File: src/rtl/spi_slave_fsm.sv
// spi_slave_fsm: SPI slave control FSM with a parametrised address phase, a
// R/W bit and a data phase. It drives the address latch, data memory, shift
// register load and MISO tristate enable. All outputs are registered.
//
// Optional feature macro: SPI_FSM_BURST_EN
//   defined   -> burst mode: address auto-increment, words repeat until cs=1
//   undefined -> one word per cs assertion, addr_inc tied low
//
// state      | meaning
// IDLE       | waiting for the first sclk edge with cs low
// GET_ADDR   | shifting address bits and the R/W bit
// GOT_ADDR   | latch address, sample R/W from sout
// WRITE_DATA | shifting in one write data word
// SAVE_TO_DM | write the received word to data memory
// READ_LOAD  | parallel-load the shift register from memory
// READ_SHIFT | driving read data onto MISO
// DONE       | transfer complete, hold until cs rises
module spi_slave_fsm #(
    parameter int ADDR_WIDTH = 7,
    parameter int DATA_WIDTH = 8
) (
    input  logic sclk,
    input  logic reset,
    input  logic cs,
    input  logic sout,
    output logic miso_buff,
    output logic dm_we,
    output logic addr_we,
    output logic sr_we,
    output logic addr_inc
);

    localparam int CNT_MAX = (ADDR_WIDTH + 1 > DATA_WIDTH) ? ADDR_WIDTH + 1 : DATA_WIDTH;
    localparam int CNT_W   = $clog2(CNT_MAX + 1);

    // Terminal counts: the counter starts at 0 on the first edge spent in a state.
    localparam logic [CNT_W-1:0] ADDR_LAST = CNT_W'(ADDR_WIDTH - 1);
    localparam logic [CNT_W-1:0] DATA_LAST = CNT_W'(DATA_WIDTH - 1);

    typedef enum logic [2:0] {
        IDLE       = 3'd0,
        GET_ADDR   = 3'd1,
        GOT_ADDR   = 3'd2,
        WRITE_DATA = 3'd3,
        SAVE_TO_DM = 3'd4,
        READ_LOAD  = 3'd5,
        READ_SHIFT = 3'd6,
        DONE       = 3'd7
    } state_t;

    state_t           state;
    logic [CNT_W-1:0] bit_cnt;

`ifndef SPI_FSM_BURST_EN
    assign addr_inc = 1'b0;
`endif

    // Sequencer: next state, bit counter and registered strobes in one block.
    always_ff @(posedge sclk or posedge reset) begin
        if (reset) begin
            state     <= IDLE;
            bit_cnt   <= '0;
            miso_buff <= 1'b0;
            dm_we     <= 1'b0;
            addr_we   <= 1'b0;
            sr_we     <= 1'b0;
`ifdef SPI_FSM_BURST_EN
            addr_inc  <= 1'b0;
`endif
        end else begin
            miso_buff <= 1'b0;
            dm_we     <= 1'b0;
            addr_we   <= 1'b0;
            sr_we     <= 1'b0;
`ifdef SPI_FSM_BURST_EN
            addr_inc  <= 1'b0;
`endif
            bit_cnt   <= '0;

            if (cs) begin
                // Deselect aborts anything in flight; a partial word is never written.
                state <= IDLE;
            end else begin
                case (state)
                    IDLE: begin
                        // This edge is already the first address bit.
                        state <= GET_ADDR;
                    end
                    GET_ADDR: begin
                        if (bit_cnt == ADDR_LAST) begin
                            state <= GOT_ADDR;
                        end else begin
                            bit_cnt <= bit_cnt + CNT_W'(1);
                        end
                    end
                    GOT_ADDR: begin
                        addr_we <= 1'b1;
                        state   <= sout ? READ_LOAD : WRITE_DATA;
                    end
                    WRITE_DATA: begin
                        if (bit_cnt == DATA_LAST) begin
                            state <= SAVE_TO_DM;
                        end else begin
                            bit_cnt <= bit_cnt + CNT_W'(1);
                        end
                    end
                    SAVE_TO_DM: begin
                        dm_we <= 1'b1;
`ifdef SPI_FSM_BURST_EN
                        addr_inc <= 1'b1;
                        state    <= WRITE_DATA;
`else
                        state    <= DONE;
`endif
                    end
                    READ_LOAD: begin
                        sr_we <= 1'b1;
                        state <= READ_SHIFT;
                    end
                    READ_SHIFT: begin
                        miso_buff <= 1'b1;
                        if (bit_cnt == DATA_LAST) begin
`ifdef SPI_FSM_BURST_EN
                            // Reload slot follows; master discards it.
                            addr_inc <= 1'b1;
                            state    <= READ_LOAD;
`else
                            state    <= DONE;
`endif
                        end else begin
                            bit_cnt <= bit_cnt + CNT_W'(1);
                        end
                    end
                    DONE: begin
                        state <= DONE;
                    end
                    default: begin
                        state <= IDLE;
                    end
                endcase
            end
        end
    end

endmodule

File: config.mk
export PLATFORM = sky130hd
export DESIGN_NAME = spi_slave_fsm
export DESIGN_NICKNAME = d
export VERILOG_FILES = /design/src/rtl/spi_slave_fsm.sv
export SDC_FILE = /design/constraint.sdc
export NUM_CORES = 1
export LEC_CHECK = 0
export ABC_AREA = 1
export CORE_AREA = 5 5 42 44
export CTS_BUF_LIST = sky130_fd_sc_hd__clkbuf_8
export CTS_CLUSTER_SIZE = 12
export DETAILED_ROUTE_END_ITERATION = 8
export DIE_AREA = 0 0 47 49
export PLACE_DENSITY_LB_ADDON = 0.3
export REMOVE_ABC_BUFFERS = 1
export SYNTH_ARGS = -nofsm -noshare
export SYNTH_HDL_FRONTEND = slang
export SYNTH_SLANG_ARGS = --single-unit
File: constraint.sdc
create_clock -name sclk -period 1.94 [get_ports sclk]
set_input_delay 0.291 -clock sclk [delete_from_list [all_inputs] [get_ports sclk]]
set_output_delay 0.291 -clock sclk [all_outputs]
set_load 0.005 [all_outputs]
==> results.py, run 1 <==
metrics = {
    "outcome": {
        "status": "complete, no violations",
    },
    "floorplan": {
        "num_rows": 14,
        "die_height_um": 49,
        "initial_utilization": 0.4286,
        "fp.dieW_um": 47,
        "die_area_um2": 2303,
        "ios": 9,
        "core_area_um2": 1401,
    },
    "clocking": {
        "clk_pin_slew_worst_paths_ns": 0.05,
        "cts_tree": "yes",
        "ctsHoldBuffers": 0,
        "htree_levels": 1,
        "clk_latency_ns": 0.24,
        "clockBufferDepth": 2,
        "cts.sinks": 11,
        "cts_setup_buffers": 0,
        "cts_made_buffers": 3,
        "ctsResizeCount": 0,
        "clockRootBuffer": "clkbuf_8",
    },
    "cells_and_area": {
        "syn_to_final_growth_pct": 19.38,
        "drive_gt1_frac": 0.1899,
        "nets": 86,
        "ff_latch_area_um2": 275.3,
        "multi_input_area_um2": 269.0,
        "finalNonFillerCells": 95,
        "diodes": 0,
        "final_core_utilization": 0.5116,
        "fillers": 141,
    },
    "global_routing": {
        "grt_pass1_vias": 447,
        "grt-ovfl-total": 0,
        "track_usage": 0.1166,
        "grt_max_degree": 12,
        "grt_pass1_wl_um": 1856,
        "antenna_found_initial": 0,
    },
    "timing": {
        "min_period_over_period": 0.6891,
        "hold_viol": 0,
        "fin_skew_ns": 0.001809,
        "tns_ns": 0,
        "fin_ws_ns": 0.6032,
        "fmax_mhz": 748.1,
        "finalMaxSlewViolations": 0,
        "period_minus_slack_ns": 1.337,
        "rsz0062_at_grt": "no",
        "finalSetupViolations": 0,
    },
    "worst_setup_path": {
        "crit_path_max_fanout": 1,
        "timing_worst_setup_path_type": "flip-flop to output pin",
        "path_buf_inv": 1,
        "cp.required_ns": 1.65,
        "r2r_slack_ns": 0.72,
        "cpLargestDelayFamily": "buffers and inverters",
        "cp.arrival_ns": 1.05,
        "crit_path_start_kind": "flip-flop",
        "crit_chain": "clkdlybuf4s50_1",
        "cpPeakStageDelay_ns": 0.49,
        "critPathCaptureType": "output pin",
        "crit_path_top_delay_cell": "clkdlybuf4s50_1",
    },
    "min_path": {
        "hp-class": "primary input to asynchronous set/reset pin",
    },
    "power": {
        "power_frac_seq": 0.436,
        "p_per_area_nw_per_um2": 1104,
        "p_switching_uw": 284.7,
        "p_int_uw": 507.0,
        "switching_share": 0.3596,
        "clockPowerShare": 0.277,
        "cellLeakagePower_nw": 0.3836,
        "p_comb_frac": 0.287,
        "power_uw": 791.7,
        "worst_ir_drop_vdd_mv": 0.4870,
    },
    "yosys": {
        "ys_seq_elements": 11,
        "syn_area_um2": 600.6,
        "syn_inst": 70,
        "yosys.cell_types.count": 22,
        "syn_avg_cell_area_um2": 8.580,
        "ys_warn_count": 0,
        "ys_seq_area_frac": 0.4583,
    },
    "detailed_routing": {
        "drc": 0,
        "via_count": 463,
        "detail-route-antenna-nets": 0,
        "viasPerCell": 4.874,
        "first_pass_iters": 4,
        "drtIter0Drc": 4,
        "wl_um": 1037,
        "wire_per_inst_um": 10.92,
    },
    "placement": {
        "numPortBuffers": 7,
        "dp.cells": 91,
        "place.detailed.hpwl_um": 767.2,
        "gp_routability_congestion": 0.7873,
        "post-place-ws_ns": 0.5873,
    },
    "run": {
        "maxCapViolations": 0,
    },
}
Yosys cell counts (all sizes together):
cell | number | area share
nand3 | 8 | 0.092
conb | 1 | 0.0062
buf | 2 | 0.031
o21ai | 2 | 0.023
xor2 | 2 | 0.029
dfrtp | 11 | 0.46
nand2 | 16 | 0.11
inv | 10 | 0.063
nor2 | 7 | 0.065
a21oi | 3 | 0.025
and3 | 1 | 0.010
ha | 2 | 0.042
nand3b | 1 | 0.013
or2 | 1 | 0.010
nor3 | 3 | 0.025
layer usage:
| layer | up-vias | wire, µm | track usage |
|---|---|---|---|
| met3 | 5 | 44 | 0.03690 |
| met1 | 214 | 455 | 0.1338 |
| met5 | - | 0 | 0 |
| met2 | 6 | 492 | 0.1674 |
| met4 | 0 | 44 | 0.09677 |
| li1 | 238 | - | - |
state kept, by name, summed over array words and instances, names as in the netlist:
| register | flops |
|---|---|
| sr_we | 1 |
| addr_we | 1 |
| bit_cnt | 4 |
| dm_we | 1 |
| miso_buff | 1 |
| state | 3 |
worst register-to-register path: stages (launching register included):
cell and delay, ns:
dfrtp_1 0.52, nand2_2 0.12, nor2_2 0.14, nand2_1 0.09, nand2_1 0.08, nand2_1 0.05, nand2_1 0.05, nand2_1 0.05
cells in the final DEF, fill, tap and decap left out:
master and count:
a21oi_1 3, and3_1 1, clkbuf_8 3, clkdlybuf4s50_1 7, conb_1 1, dfrtp_1 11, ha_1 2, inv_1 8
inv_2 3, nand2_1 14, nand2_2 2, nand3_1 5, nand3_2 3, nand3b_1 1, nor2_1 4, nor2_2 2
nor2_4 1, nor3_1 3, o21ai_1 1, o21ai_2 1, or2_1 1, xor2_1 2
layout make-up:
cell class,count,share of cell area
inverter,10,0.05236
multi-input combinational,47,0.3752
clock inverter,1,0.005236
tap,16,0.02792
sequential,11,0.3839
clock buffer,3,0.05759
timing repair buffer,7,0.09773
logic make-up (layout without fill, tap and decap cells):
logic type | count (synthesis) | count (layout) | share of synthesized area
fa+ha+maj | 2 | 2 | 0.04166
buf+inv | 12 | 21 | 0.09376
xor+xnor | 2 | 2 | 0.02917
compound gates | 5 | 5 | 0.04790
other cells | 1 | 1 | 0.006244
simple gates | 37 | 37 | 0.3229
flops | 11 | 11 | 0.4583
power by group through the flow:
| stage | clock network, mW | registers, mW | logic [mW] |
|---|---|---|---|
| floorplan | 0 | 0.334 | 0.170 |
| global placement | 0 | 0.348 | 0.226 |
| detailed placement | 0 | 0.347 | 0.226 |
| CTS | 0.230 | 0.344 | 0.229 |
| global route | 0.243 | 0.353 | 0.264 |
| finish | 0.219 | 0.345 | 0.227 |
per-stage QoR:
| stage | area (µm²) | hold WS [ns] |
|---|---|---|
| after floorplan | 581.8 | 0.1434 |
| after global placement | 671.9 | 0.4783 |
| after detailed placement | 671.9 | 0.4834 |
| after CTS | 716.9 | 0.3581 |
| after global routing | 716.9 | 0.3917 |
| final | 716.9 | 0.3472 |
path summary, 6_finish.rpt:
| check | cells past startpoint | to | startpoint |
|---|---|---|---|
| max | 1 | addr_we | addr_we |
| min | 2 | bit_cnt[2] | reset |
| max reg2reg | 7 | state[2] | state[0] |
| min reg2reg | 1 | bit_cnt[0] | bit_cnt[0] |
| max in group asynchronous | 2 | state[1] | reset |
| min in group sclk | 1 | bit_cnt[0] | bit_cnt[0] |
Note: power is estimated with default switching activity, not from simulation.
==> run 2, diff against run 1 <==
Clock period 1.94 ns to 1.1 ns, I/O delays scaled along.
==> run 2 against run 1 <==
Compared with the run above:
- the run now ends with setup timing left
- critical path type is now flip-flop to flip-flop
- sequential cell count stayed put
- largest power group unchanged
- critical path depth increased by 6
- critical endpoint is now state[0]
- die area unchanged
- power grew 120%
- global-route usage grew 2.1 points
- via count increased by 9.1%
- first-iteration DRC count increased to 5.3 times the previous value
- sequential power rose by 87%
- non-clock buffer count rose by 5
- clock skew rose by 0.00059 ns
==> results.py, run 2 (synthesized netlist as in run 1, its figures left out) <==
metrics = {
    "worst_setup_path": {
        "r2r_cells": 7,
        "cp.arrival_ns": 1.31,
        "path_buf_inv": 1,
        "cpLargestDelayFamily": "flip-flops",
        "critPathCaptureType": "flip-flop",
        "crit_chain": "inv_2 -> ha_4 -> nand3_4 -> nand3_4 -> nand3_2 -> nand2_1 -> nand2_1",
        "worst-path-stages": 7,
        "crit_path_max_fanout": 5,
        "crit_path_top_delay_cell": "dfrtp_2",
        "cp.required_ns": 1.24,
        "crit_path_start_kind": "flip-flop",
        "cpPeakStageDelay_ns": 0.44,
        "timing_worst_setup_path_type": "flip-flop to flip-flop",
    },
    "detailed_routing": {
        "first_pass_iters": 4,
        "wl_um": 1350,
        "wire_per_inst_um": 13.50,
        "via_count": 505,
        "detail-route-antenna-nets": 0,
        "drtIter0Drc": 21,
        "drc": 0,
        "viasPerCell": 5.050,
    },
    "timing": {
        "hold_viol": 0,
        "fin_skew_ns": 0.002398,
        "fin_ws_ns": -0.07019,
        "period_minus_slack_ns": 1.170,
        "min_period_over_period": 1.064,
        "rsz0062_at_grt": "yes",
        "fmax_mhz": 854.6,
        "finalMaxSlewViolations": 0,
        "finalSetupViolations": 6,
    },
    "global_routing": {
        "antenna_found_initial": 0,
        "grt_pass1_wl_um": 2159,
        "grt-ovfl-total": 0,
        "track_usage": 0.1372,
        "grt_pass1_vias": 503,
        "grt_max_degree": 12,
    },
    "placement": {
        "gp_routability_congestion": 0.8369,
        "placed_area_um2": 701.9,
        "numPortBuffers": 7,
        "place.detailed.hpwl_um": 920.6,
        "post-place-ws_ns": -0.1117,
    },
    "outcome": {
        "status": "complete, but fails checks",
        "failed_checks": "setup timing",
    },
    "power": {
        "p_per_area_nw_per_um2": 2017,
        "cellLeakagePower_nw": 0.4204,
        "worst_ir_drop_vdd_mv": 1.042,
    },
    "clocking": {
        "cts.sinks": 11,
        "clk_pin_slew_worst_paths_ns": 0.05,
        "ctsHoldBuffers": 0,
        "clockBufferDepth": 2,
        "clk_latency_ns": 0.25,
        "htree_levels": 1,
        "cts_tree": "yes",
        "clockRootBuffer": "clkbuf_8",
        "cts_made_buffers": 3,
    },
    "cells_and_area": {
        "final_core_utilization": 0.6027,
        "layout.cells.most_common": "nand2_1",
        "nets": 91,
        "reg_top3": "bit_cnt (4), state (3)",
        "regMostFlops": "bit_cnt",
        "final_cell_mix": "nand2_1 (11), inv_2 (6), dfrtp_1 (6)",
        "drive_gt1_frac": 0.4524,
        "fin_area_um2": 844.6,
        "syn_to_final_growth_pct": 40.62,
        "fillers": 129,
        "diodes": 0,
        "largest_reg_flops": 4,
    },
    "floorplan": {
        "fp.dieW_um": 47,
        "core_area_um2": 1401,
        "die_area_um2": 2303,
        "num_rows": 14,
        "initial_utilization": 0.4286,
        "ios": 9,
        "die_height_um": 49,
    },
    "run": {
        "maxCapViolations": 0,
    },
    "min_path": {
        "hp-class": "primary input to asynchronous set/reset pin",
    },
}
run 2: cell count changes in the layout (fill, tap and decap cells not counted), sizes merged:
| cell | previous run | this run |
|---|---|---|
| buf | 0 | 5 |
| clkdlybuf4s50 | 7 | 3 |
| dlygate4sd2 | 0 | 4 |
run 2: per-stage QoR:
step | TNS [ns] | cells | power (mW) | hold WS [ns]
2_1_floorplan | 0 | 68 | 0.8896 | 0.01744
5_1_grt | -0.6627 | 100 | 1.808 | 0.2642
3_3_place_gp | -0.3933 | 95 | 1.099 | 0.4840
4_1_cts | -0.4381 | 99 | 1.522 | 0.2443
3_5_place_dp | -0.6093 | 95 | 1.108 | 0.4903
6_report | -0.2807 | 100 | 1.704 | 0.2184
run 2: power by group:
group	internal [mW]	switching (mW)	total (mW)
Clock	0.247	0.173	0.420
Sequential	0.498	0.147	0.645
Combinational	0.306	0.333	0.639
Total	1.05	0.654	1.70
run 2: worst paths after layout:
| path | from | slack [ns] | end |
|---|---|---|---|
| worst max-delay path | bit_cnt[0] | -0.07 | state[0] |
| worst min-delay path | reset | 0.22 | bit_cnt[3] |
| worst max register to register | bit_cnt[0] | -0.07 | state[0] |
| worst min register to register | state[2] | 0.55 | addr_we |
| max in group asynchronous | reset | 0.56 | state[2] |
| min in group sclk | state[2] | 0.55 | addr_we |
run 2: per-layer routing:
layer / part of all wire / global-route usage / up-vias
li1: - / - / 249
met1: 0.41 / 0.1584 / 243
met2: 0.51 / 0.1968 / 9
met3: 0.034 / 0.03321 / 4
met4: 0.041 / 0.1244 / 0
met5: 0 / 0 / -
run 2: layout make-up:
type	count	area, µm²	area share
clock buffers	3	41.29	0.04889
flip-flops and latches	11	281.5	0.3333
clock inverters	1	3.754	0.004444
multi-input cells	47	357.8	0.4237
repair buffers	12	102.6	0.1215
well taps	16	20.02	0.02370
inverters	10	37.54	0.04444
run 2: timing repair:
action,CTS,global route
gates resized for setup,8,21
buffers inserted,0,1
setup endpoints to repair,11,7
pin swaps,2,6
